### config.mk
export PLATFORM = sky130hd
export DESIGN_NAME = execute_unit
export DESIGN_NICKNAME = d
export VERILOG_FILES = /design/src/rtl/alu_pkg.sv /design/src/rtl/mult_div_unit.sv /design/src/rtl/execute_unit.sv
export SDC_FILE = /design/constraint.sdc
export NUM_CORES = 2
export LEC_CHECK = 0
export BUFFER_PORTS_ARGS = -buffer_cell sky130_fd_sc_hd__clkbuf_2
export CAP_MARGIN = 20
export CORE_MARGIN = 2
export CORE_UTILIZATION = 40
export CTS_CLUSTER_SIZE = 30
export DETAILED_ROUTE_END_ITERATION = 12
export GPL_TIMING_DRIVEN = 0
export PLACE_DENSITY = 0.7
export SLEW_MARGIN = 10
export SYNTH_ARGS = -nofsm -noshare
export SYNTH_HDL_FRONTEND = slang
export SYNTH_SLANG_ARGS = --single-unit
### constraint.sdc
create_clock -name i_clock -period 9.4 [get_ports i_clock]
set_clock_uncertainty 0.2 [all_clocks]
set_input_delay 0.94 -clock i_clock [delete_from_list [all_inputs] [get_ports i_clock]]
set_output_delay 0.94 -clock i_clock [all_outputs]
set_load 0.1 [all_outputs]
### src/rtl/alu_pkg.sv
// rtl/alu_pkg.sv - ALU opcodes, multiply/divide FSM states and shared constants
package alu_pkg;

  localparam logic [3:0] ALU_ADD  = 4'd0;
  localparam logic [3:0] ALU_SUB  = 4'd1;
  localparam logic [3:0] ALU_AND  = 4'd2;
  localparam logic [3:0] ALU_OR   = 4'd3;
  localparam logic [3:0] ALU_XOR  = 4'd4;
  localparam logic [3:0] ALU_NOR  = 4'd5;
  localparam logic [3:0] ALU_SLT  = 4'd6;
  localparam logic [3:0] ALU_SLTU = 4'd7;
  localparam logic [3:0] ALU_SLL  = 4'd8;
  localparam logic [3:0] ALU_SRL  = 4'd9;
  localparam logic [3:0] ALU_SRA  = 4'd10;
  localparam logic [3:0] ALU_LUI  = 4'd11;
  localparam logic [3:0] ALU_MFHI = 4'd12;
  localparam logic [3:0] ALU_MFLO = 4'd13;
  localparam logic [3:0] ALU_MULT = 4'd14;
  localparam logic [3:0] ALU_DIV  = 4'd15;

  localparam int MD_CYCLES = 32;

  typedef enum logic [1:0] {
    MD_IDLE = 2'd0,
    MD_BUSY = 2'd1,
    MD_DONE = 2'd2
  } md_state_e;

endpackage

### src/rtl/mult_div_unit.sv
// rtl/mult_div_unit.sv - iterative signed MULT/DIV with HI/LO registers
module mult_div_unit
  import alu_pkg::*;
#(
  parameter int NB_DATA   = 32,
  parameter int NB_ALU_OP = 4
) (
  input  logic                 i_clock,
  input  logic                 i_reset,
  input  logic                 i_enable,
  input  logic [NB_ALU_OP-1:0] i_alu_op,
  input  logic [NB_DATA-1:0]   i_rs_data,
  input  logic [NB_DATA-1:0]   i_rt_data,
  output logic                 o_busy,
  output logic [NB_DATA-1:0]   o_hi,
  output logic [NB_DATA-1:0]   o_lo
);

  localparam int NB_CNT = $clog2(MD_CYCLES);

  md_state_e              state, state_next;
  logic [NB_CNT-1:0]      count;
  logic [2*NB_DATA-1:0]   acc, acc_in, acc_step;
  logic [NB_DATA-1:0]     opnd, opnd_in;
  logic                   is_div, div_in;
  logic                   neg_main, neg_rem, div_zero;
  logic                   md_op, start, is_div_op;
  logic [NB_DATA-1:0]     rs_mag, rt_mag;
  logic [NB_DATA:0]       mult_sum;
  logic [NB_DATA-1:0]     div_window;
  logic [2*NB_DATA-1:0]   prod_signed;
  logic [NB_DATA-1:0]     quot, rem;

  assign is_div_op = (i_alu_op == ALU_DIV);
  assign md_op     = (i_alu_op == ALU_MULT) || is_div_op;
  assign start     = (state == MD_IDLE) && md_op;
  assign o_busy    = start || (state != MD_IDLE);

  assign rs_mag = i_rs_data[NB_DATA-1] ? -i_rs_data : i_rs_data;
  assign rt_mag = i_rt_data[NB_DATA-1] ? -i_rt_data : i_rt_data;

  // The capture cycle performs step 0 on the fresh magnitudes, so BUSY needs only 31 more steps.
  always_comb begin
    acc_in  = acc;
    opnd_in = opnd;
    div_in  = is_div;
    if (start) begin
      acc_in  = {{NB_DATA{1'b0}}, rs_mag};
      opnd_in = rt_mag;
      div_in  = is_div_op;
    end
  end

  always_comb begin
    mult_sum   = {1'b0, acc_in[2*NB_DATA-1:NB_DATA]} + {1'b0, (acc_in[0] ? opnd_in : {NB_DATA{1'b0}})};
    div_window = acc_in[2*NB_DATA-2:NB_DATA-1];
    acc_step   = {mult_sum, acc_in[NB_DATA-1:1]};
    if (div_in) begin
      if (div_window >= opnd_in)
        acc_step = {div_window - opnd_in, acc_in[NB_DATA-2:0], 1'b1};
      else
        acc_step = {div_window, acc_in[NB_DATA-2:0], 1'b0};
    end
  end

  always_comb begin
    state_next = state;
    case (state)
      MD_IDLE: if (md_op) state_next = MD_BUSY;
      MD_BUSY: if (count == NB_CNT'(MD_CYCLES - 1)) state_next = MD_DONE;
      MD_DONE: state_next = MD_IDLE;
      default: state_next = MD_IDLE;
    endcase
  end

  assign prod_signed = neg_main ? -acc : acc;
  assign quot        = acc[NB_DATA-1:0];
  assign rem         = acc[2*NB_DATA-1:NB_DATA];

  always_ff @(posedge i_clock or posedge i_reset) begin
    if (i_reset) begin
      state    <= MD_IDLE;
      count    <= '0;
      acc      <= '0;
      opnd     <= '0;
      is_div   <= 1'b0;
      neg_main <= 1'b0;
      neg_rem  <= 1'b0;
      div_zero <= 1'b0;
      o_hi     <= '0;
      o_lo     <= '0;
    end else if (i_enable) begin
      state <= state_next;
      case (state)
        MD_IDLE: begin
          if (md_op) begin
            acc      <= acc_step;
            opnd     <= opnd_in;
            is_div   <= div_in;
            count    <= NB_CNT'(1);
            div_zero <= is_div_op && (i_rt_data == '0);
            neg_main <= (i_rs_data[NB_DATA-1] ^ i_rt_data[NB_DATA-1]) && !(is_div_op && (i_rt_data == '0));
            neg_rem  <= i_rs_data[NB_DATA-1];
          end
        end
        MD_BUSY: begin
          acc   <= acc_step;
          count <= count + 1'b1;
        end
        MD_DONE: begin
          if (is_div) begin
            // A zero divisor leaves the dividend magnitude in rem, so HI recovers rs after the sign fix.
            o_lo <= div_zero ? {NB_DATA{1'b1}} : (neg_main ? -quot : quot);
            o_hi <= neg_rem ? -rem : rem;
          end else begin
            o_hi <= prod_signed[2*NB_DATA-1:NB_DATA];
            o_lo <= prod_signed[NB_DATA-1:0];
          end
        end
        default: ;
      endcase
    end
  end

endmodule

### src/rtl/execute_unit.sv
// rtl/execute_unit.sv - MIPS execute stage: ALU, branch target, MULT/DIV stall, EX/MEM latch
module execute_unit
  import alu_pkg::*;
#(
  parameter int NB_ADDR           = 5,
  parameter int NB_DATA           = 2**NB_ADDR,
  parameter int NB_ALU_OP         = 4,
  parameter int NB_SHAMT          = 5,
  parameter int NB_LOAD_STORE_SEL = 2
) (
  input  logic                         i_clock,
  input  logic                         i_reset,
  input  logic                         i_enable,
  input  logic [NB_DATA-1:0]           i_rs_data,
  input  logic [NB_DATA-1:0]           i_rt_data,
  input  logic [NB_DATA-1:0]           i_imm_ext,
  input  logic [NB_SHAMT-1:0]          i_shamt,
  input  logic [NB_ALU_OP-1:0]         i_alu_op,
  input  logic                         i_alu_src,
  input  logic [NB_DATA-1:0]           i_pc_plus4,
  input  logic [NB_DATA-1:0]           i_jump_addr,
  input  logic                         i_is_branch,
  input  logic                         i_is_jump,
  input  logic                         i_mem_wr_enb,
  input  logic                         i_mem_rd_enb,
  input  logic                         i_rf_wr_enb,
  input  logic                         i_rf_wr_data_src,
  input  logic [NB_LOAD_STORE_SEL-1:0] i_load_store_sel,
  input  logic [NB_ADDR-1:0]           i_rf_wr_addr,
  output logic                         o_stall,
  output logic [NB_DATA-1:0]           o_alu_result_ltchd,
  output logic [NB_DATA-1:0]           o_rt_data_ltchd,
  output logic [NB_DATA-1:0]           o_branch_addr_ltchd,
  output logic [NB_DATA-1:0]           o_jump_addr_ltchd,
  output logic                         o_alu_zero_ltchd,
  output logic                         o_is_branch_ltchd,
  output logic                         o_is_jump_ltchd,
  output logic                         o_mem_wr_enb_ltchd,
  output logic                         o_mem_rd_enb_ltchd,
  output logic                         o_rf_wr_enb_ltchd,
  output logic                         o_rf_wr_data_src_ltchd,
  output logic [NB_LOAD_STORE_SEL-1:0] o_load_store_sel_ltchd,
  output logic [NB_ADDR-1:0]           o_rf_wr_addr_ltchd
);

  logic [NB_DATA-1:0] operand_b;
  logic [NB_DATA-1:0] alu_result;
  logic [NB_DATA-1:0] branch_addr;
  logic [NB_DATA-1:0] hi, lo;
  logic               md_busy;

  mult_div_unit #(
    .NB_DATA  (NB_DATA),
    .NB_ALU_OP(NB_ALU_OP)
  ) u_mult_div_unit (
    .i_clock  (i_clock),
    .i_reset  (i_reset),
    .i_enable (i_enable),
    .i_alu_op (i_alu_op),
    .i_rs_data(i_rs_data),
    .i_rt_data(i_rt_data),
    .o_busy   (md_busy),
    .o_hi     (hi),
    .o_lo     (lo)
  );

  assign o_stall     = md_busy;
  assign operand_b   = i_alu_src ? i_imm_ext : i_rt_data;
  assign branch_addr = i_pc_plus4 + (i_imm_ext << 2);

  always_comb begin
    alu_result = '0;
    case (i_alu_op)
      ALU_ADD:  alu_result = i_rs_data + operand_b;
      ALU_SUB:  alu_result = i_rs_data - operand_b;
      ALU_AND:  alu_result = i_rs_data & operand_b;
      ALU_OR:   alu_result = i_rs_data | operand_b;
      ALU_XOR:  alu_result = i_rs_data ^ operand_b;
      ALU_NOR:  alu_result = ~(i_rs_data | operand_b);
      ALU_SLT:  alu_result = {{(NB_DATA-1){1'b0}}, ($signed(i_rs_data) < $signed(operand_b))};
      ALU_SLTU: alu_result = {{(NB_DATA-1){1'b0}}, (i_rs_data < operand_b)};
      ALU_SLL:  alu_result = i_rt_data << i_shamt;
      ALU_SRL:  alu_result = i_rt_data >> i_shamt;
      ALU_SRA:  alu_result = $unsigned($signed(i_rt_data) >>> i_shamt);
      ALU_LUI:  alu_result = operand_b << 16;
      ALU_MFHI: alu_result = hi;
      ALU_MFLO: alu_result = lo;
      default:  alu_result = '0;
    endcase
  end

  // Stalled cycles push a bubble downstream; the MULT/DIV instruction itself leaves this way.
  always_ff @(posedge i_clock or posedge i_reset) begin
    if (i_reset) begin
      o_alu_result_ltchd     <= '0;
      o_rt_data_ltchd        <= '0;
      o_branch_addr_ltchd    <= '0;
      o_jump_addr_ltchd      <= '0;
      o_alu_zero_ltchd       <= 1'b0;
      o_is_branch_ltchd      <= 1'b0;
      o_is_jump_ltchd        <= 1'b0;
      o_mem_wr_enb_ltchd     <= 1'b0;
      o_mem_rd_enb_ltchd     <= 1'b0;
      o_rf_wr_enb_ltchd      <= 1'b0;
      o_rf_wr_data_src_ltchd <= 1'b0;
      o_load_store_sel_ltchd <= '0;
      o_rf_wr_addr_ltchd     <= '0;
    end else if (i_enable) begin
      if (md_busy) begin
        o_alu_result_ltchd     <= '0;
        o_rt_data_ltchd        <= '0;
        o_branch_addr_ltchd    <= '0;
        o_jump_addr_ltchd      <= '0;
        o_alu_zero_ltchd       <= 1'b0;
        o_is_branch_ltchd      <= 1'b0;
        o_is_jump_ltchd        <= 1'b0;
        o_mem_wr_enb_ltchd     <= 1'b0;
        o_mem_rd_enb_ltchd     <= 1'b0;
        o_rf_wr_enb_ltchd      <= 1'b0;
        o_rf_wr_data_src_ltchd <= 1'b0;
        o_load_store_sel_ltchd <= '0;
        o_rf_wr_addr_ltchd     <= '0;
      end else begin
        o_alu_result_ltchd     <= alu_result;
        o_rt_data_ltchd        <= i_rt_data;
        o_branch_addr_ltchd    <= branch_addr;
        o_jump_addr_ltchd      <= i_jump_addr;
        o_alu_zero_ltchd       <= (alu_result == '0);
        o_is_branch_ltchd      <= i_is_branch;
        o_is_jump_ltchd        <= i_is_jump;
        o_mem_wr_enb_ltchd     <= i_mem_wr_enb;
        o_mem_rd_enb_ltchd     <= i_mem_rd_enb;
        o_rf_wr_enb_ltchd      <= i_rf_wr_enb;
        o_rf_wr_data_src_ltchd <= i_rf_wr_data_src;
        o_load_store_sel_ltchd <= i_load_store_sel;
        o_rf_wr_addr_ltchd     <= i_rf_wr_addr;
      end
    end
  end

endmodule

==> results.ini <==
[global_routing]
met3_usage_pct=7.47
antenna_found_initial=3
grt_pass1_vias=33100
grt_pass1_wl_um=226000
use_met2_pct=56.6
gr-total-overflow=0
busiest_layer=met2
grt_max_degree=42
gr-usage-all-layers_pct=37.2
met1_usage_pct=49.1

[placed_design]
place.port_buffers=324
globalplace.congestion=1.11
placedCellCount=5373
dp_hpwl_um=126000

[routing]
wl_per_cell_um=28.9
drc_errors=0
totalWireLength_um=158000
vias_per_cell=6.52
ant_nets=0
firstDrtPassIters=8
route.vias.total=35500
drt-initial-drc-count=4925

[worst_hold_path]
hold_path_class=in -> async

[die]
dieArea_um2=81300
core_area_um2=78600
fp.dieH_um=285
die_w_um=285
initial_core_util_pct=40.2
ios=329
row_count=103

[synth]
synth.avg_cell_area_um2=7.93
syn_area_um2=31600
synth_nets=4382
ys_types=99
synthArstFlopShare_pct=100
ys.flop_type=dfrtp_1
synthCells=3986
ys_warn_count=0
seq_area_frac_synth_pct=24.8
synth_edf_count=0
synth_top_area_cell=dfrtp_1
synthTopCellsByArea=dfrtp_1, ha_1, nand2_1
synth_seq_cells=313
yosysTopAreaCellShare_pct=24.8

[critical_path]
regToRegSetupSlack_ns=1.13
required_ns=9.65
start_kind=input pin
rr_startpoint=u_mult_div_unit.state[0]$_DFFE_PP0P_
arrival_ns=9.25
r2r_end=u_mult_div_unit.acc[55]$_DFFE_PP0P_
cp_max_fo=10
cp-end-kind=flip-flop
criticalPathCategory=in -> reg
crit_end=u_mult_div_unit.acc[55]$_DFFE_PP0P_
crit_path_start=i_rt_data[31]
reg2regPathDepth=20

[flow_run]
cap_violations=0

[power_and_ir_drop]
p_comb_share_pct=61.3
irDropWorstVdd_mv=0.224
p_sw_mw=5.02
p_leak_nw=16.1
pwr-share-clk_pct=17.0
p_seq_share_pct=21.7
powerDensity_nw_per_um2=261
internal-power_mw=4.42
p_sw_share_pct=53.2

[cts]
clkTransAtPathRegs_ns=0.06
clockBufferDepth=3
cts_resized=0
cts_root_buffer=clkbuf_16
clk_latency_ns=0.60
cts_tree=built
numClockSinks=313
h-tree-depth=2
cts_hold_buf=0
cts_buffers=39
postCtsSetupRepairBufs=0

[finish]
fin_cells=5451
area_growth_pct=14.4
layout-drive-gt1-share_pct=13.8
nNetsFinal=4767

[sta]
slew_viol_final=0
slew_headroom_pct=19.0
rsz0062_at_grt=no
setup_viol=0
period_minus_slack_ns=9.00
fmax_mhz=111
worst_slew_pin_slew_ns=1.21
fin_setup_tns_ns=0
whs_ns=0.109
timing.final.crit_share_pct=95.7
hold_violations=0

[outcome]
status=finished, final reports clean

==> routing by layer <==
layer  vias up  wire length, um
met5         -               14
met2      2458            67300
met1     17200            62400
li1      15400                -
met3       510            17000
met4         2            10900
==> worst max-delay path: stages <==
cell       delay, ns
clkbuf_2        0.22
clkbuf_1        0.51
clkbuf_1        0.45
clkbuf_1        0.61
buf_1           0.96
nand2_1         0.17
xor2_1          0.31
nor2_1          0.07
a21oi_1         0.49
ha_1            0.38
and3_1          0.19
a221oi_1        0.48
a21oi_1         0.20
a221oi_1        0.76
a2111oi_0       0.31
o32ai_1         0.60
clkbuf_1        0.53
buf_1           0.54
o21ai_0         0.19
a21oi_1         0.21
o21ai_0         0.09
==> cell families after synthesis <==
| family | count (synthesis) | share of synthesized area (%) |
|---|---|---|
| AO/OA/AOI/OAI | 1284 | 27.1 |
| XOR/XNOR | 206 | 5.71 |
| adder cells (fa/ha/maj) | 210 | 8.43 |
| buffers and inverters | 440 | 5.65 |
| flip-flops | 313 | 24.8 |
| multiplexers | 212 | 8.91 |
| AND/OR/NAND/NOR | 1321 | 19.4 |
==> power by group through the flow <==
stage / sequential, mW / combinational (mW) / clock, mW
after floorplan: 2.78 / 3.29 / 0
after global placement: 2.04 / 5.56 / 0
after detailed placement: 2.05 / 5.60 / 0
after CTS: 2.03 / 5.63 / 1.61
after global routing: 2.08 / 6.16 / 1.67
final: 2.05 / 5.78 / 1.60
==> state kept, by name, summed over array words and instances (netlist names), 2 cells and up <==
register and cells:
u_mult_div_unit.acc 64, o_alu_result_ltchd 32, o_branch_addr_ltchd 32, o_jump_addr_ltchd 32
o_rt_data_ltchd 32, u_mult_div_unit.o_hi 32, u_mult_div_unit.o_lo 32, u_mult_div_unit.opnd 32
o_rf_wr_addr_ltchd 5, u_mult_div_unit.count 5, o_load_store_sel_ltchd 2, u_mult_div_unit.state 2
==> cells in the mapped netlist, types with 44 or more instances <==
| library cell | number |
|---|---|
| o31ai_1 | 49 |
| xor2_1 | 102 |
| a22oi_1 | 44 |
| inv_1 | 131 |
| ha_1 | 205 |
| clkbuf_1 | 224 |
| nand3_1 | 64 |
| xnor2_1 | 104 |
| o2bb2ai_1 | 99 |
| mux2i_1 | 113 |
| and2_1 | 47 |
| o21ai_0 | 287 |
| mux4_2 | 48 |
| a21o_1 | 57 |
| nor3_1 | 70 |
| nor2_1 | 395 |
| dfrtp_1 | 313 |
| nand2_1 | 460 |
| a21oi_1 | 312 |
==> per-stage QoR <==
| stage | total power, mW | util [%] | worst slack, ns | area (um2) |
|---|---|---|---|---|
| 3_3_place_gp | 7.60 | 44.0 | 0.106 | 34600 |
| 6_report | 9.43 | 46.0 | 0.402 | 36200 |
| 3_5_place_dp | 7.65 | 44.2 | 0.154 | 34800 |
| 4_1_cts | 9.27 | 46.0 | 0.727 | 36100 |
| 5_1_grt | 9.91 | 46.0 | 0.237 | 36200 |
| 2_1_floorplan | 6.07 | - | 3.27 | 31600 |
==> worst min-delay path by stage <==
stage                                                     from                              endpoint  slack [ns]  cells after the start
after floorplan           u_mult_div_unit.o_hi[14]$_DFFE_PP0P_  u_mult_div_unit.o_hi[14]$_DFFE_PP0P_        0.24                      2
after global placement    u_mult_div_unit.div_zero$_DFFE_PP0P_  u_mult_div_unit.div_zero$_DFFE_PP0P_        0.26                      2
after detailed placement  u_mult_div_unit.opnd[27]$_DFFE_PP0P_  u_mult_div_unit.opnd[27]$_DFFE_PP0P_        0.27                      2
after CTS                                              i_reset   o_branch_addr_ltchd[15]$_DFFE_PP0P_        0.11                      2
after global routing                                   i_reset         o_rf_wr_enb_ltchd$_DFFE_PP0P_        0.14                      2
final                                                  i_reset         o_rf_wr_enb_ltchd$_DFFE_PP0P_        0.11                      2
==> cell type report <==
type	count	area [um2]
antenna	1	2.50
fill	7953	42400
multi-input combinational	3233	22000
tap	1050	1310
buffer	304	1270
clock buffer	47	1070
clock inverter	23	284
sequential	313	7830
timing repair buffer	344	1870
inverter	136	514
==> placed cells by master, fill, tap and decap left out, types with 31 or more instances in the layout <==
cell type,count
xnor2_1,104
o21ai_0,287
a21o_1,57
clkbuf_2,325
and2_1,47
nor3_1,68
inv_1,130
clkbuf_1,226
o2bb2ai_1,99
xor2_1,102
nand3_1,64
nand2_1,460
mux4_2,48
dfrtp_1,313
nor2_1,395
or3_1,40
a22oi_1,44
ha_1,205
a22o_1,41
nor2b_1,32
o31ai_1,49
a211oi_1,31
a21oi_1,312
clkbuf_16,39
mux2_2,35
o211ai_1,34
buf_2,45
a31oi_1,31
nand2b_1,39
mux2i_1,113
Power figures use the tool's default switching activity.
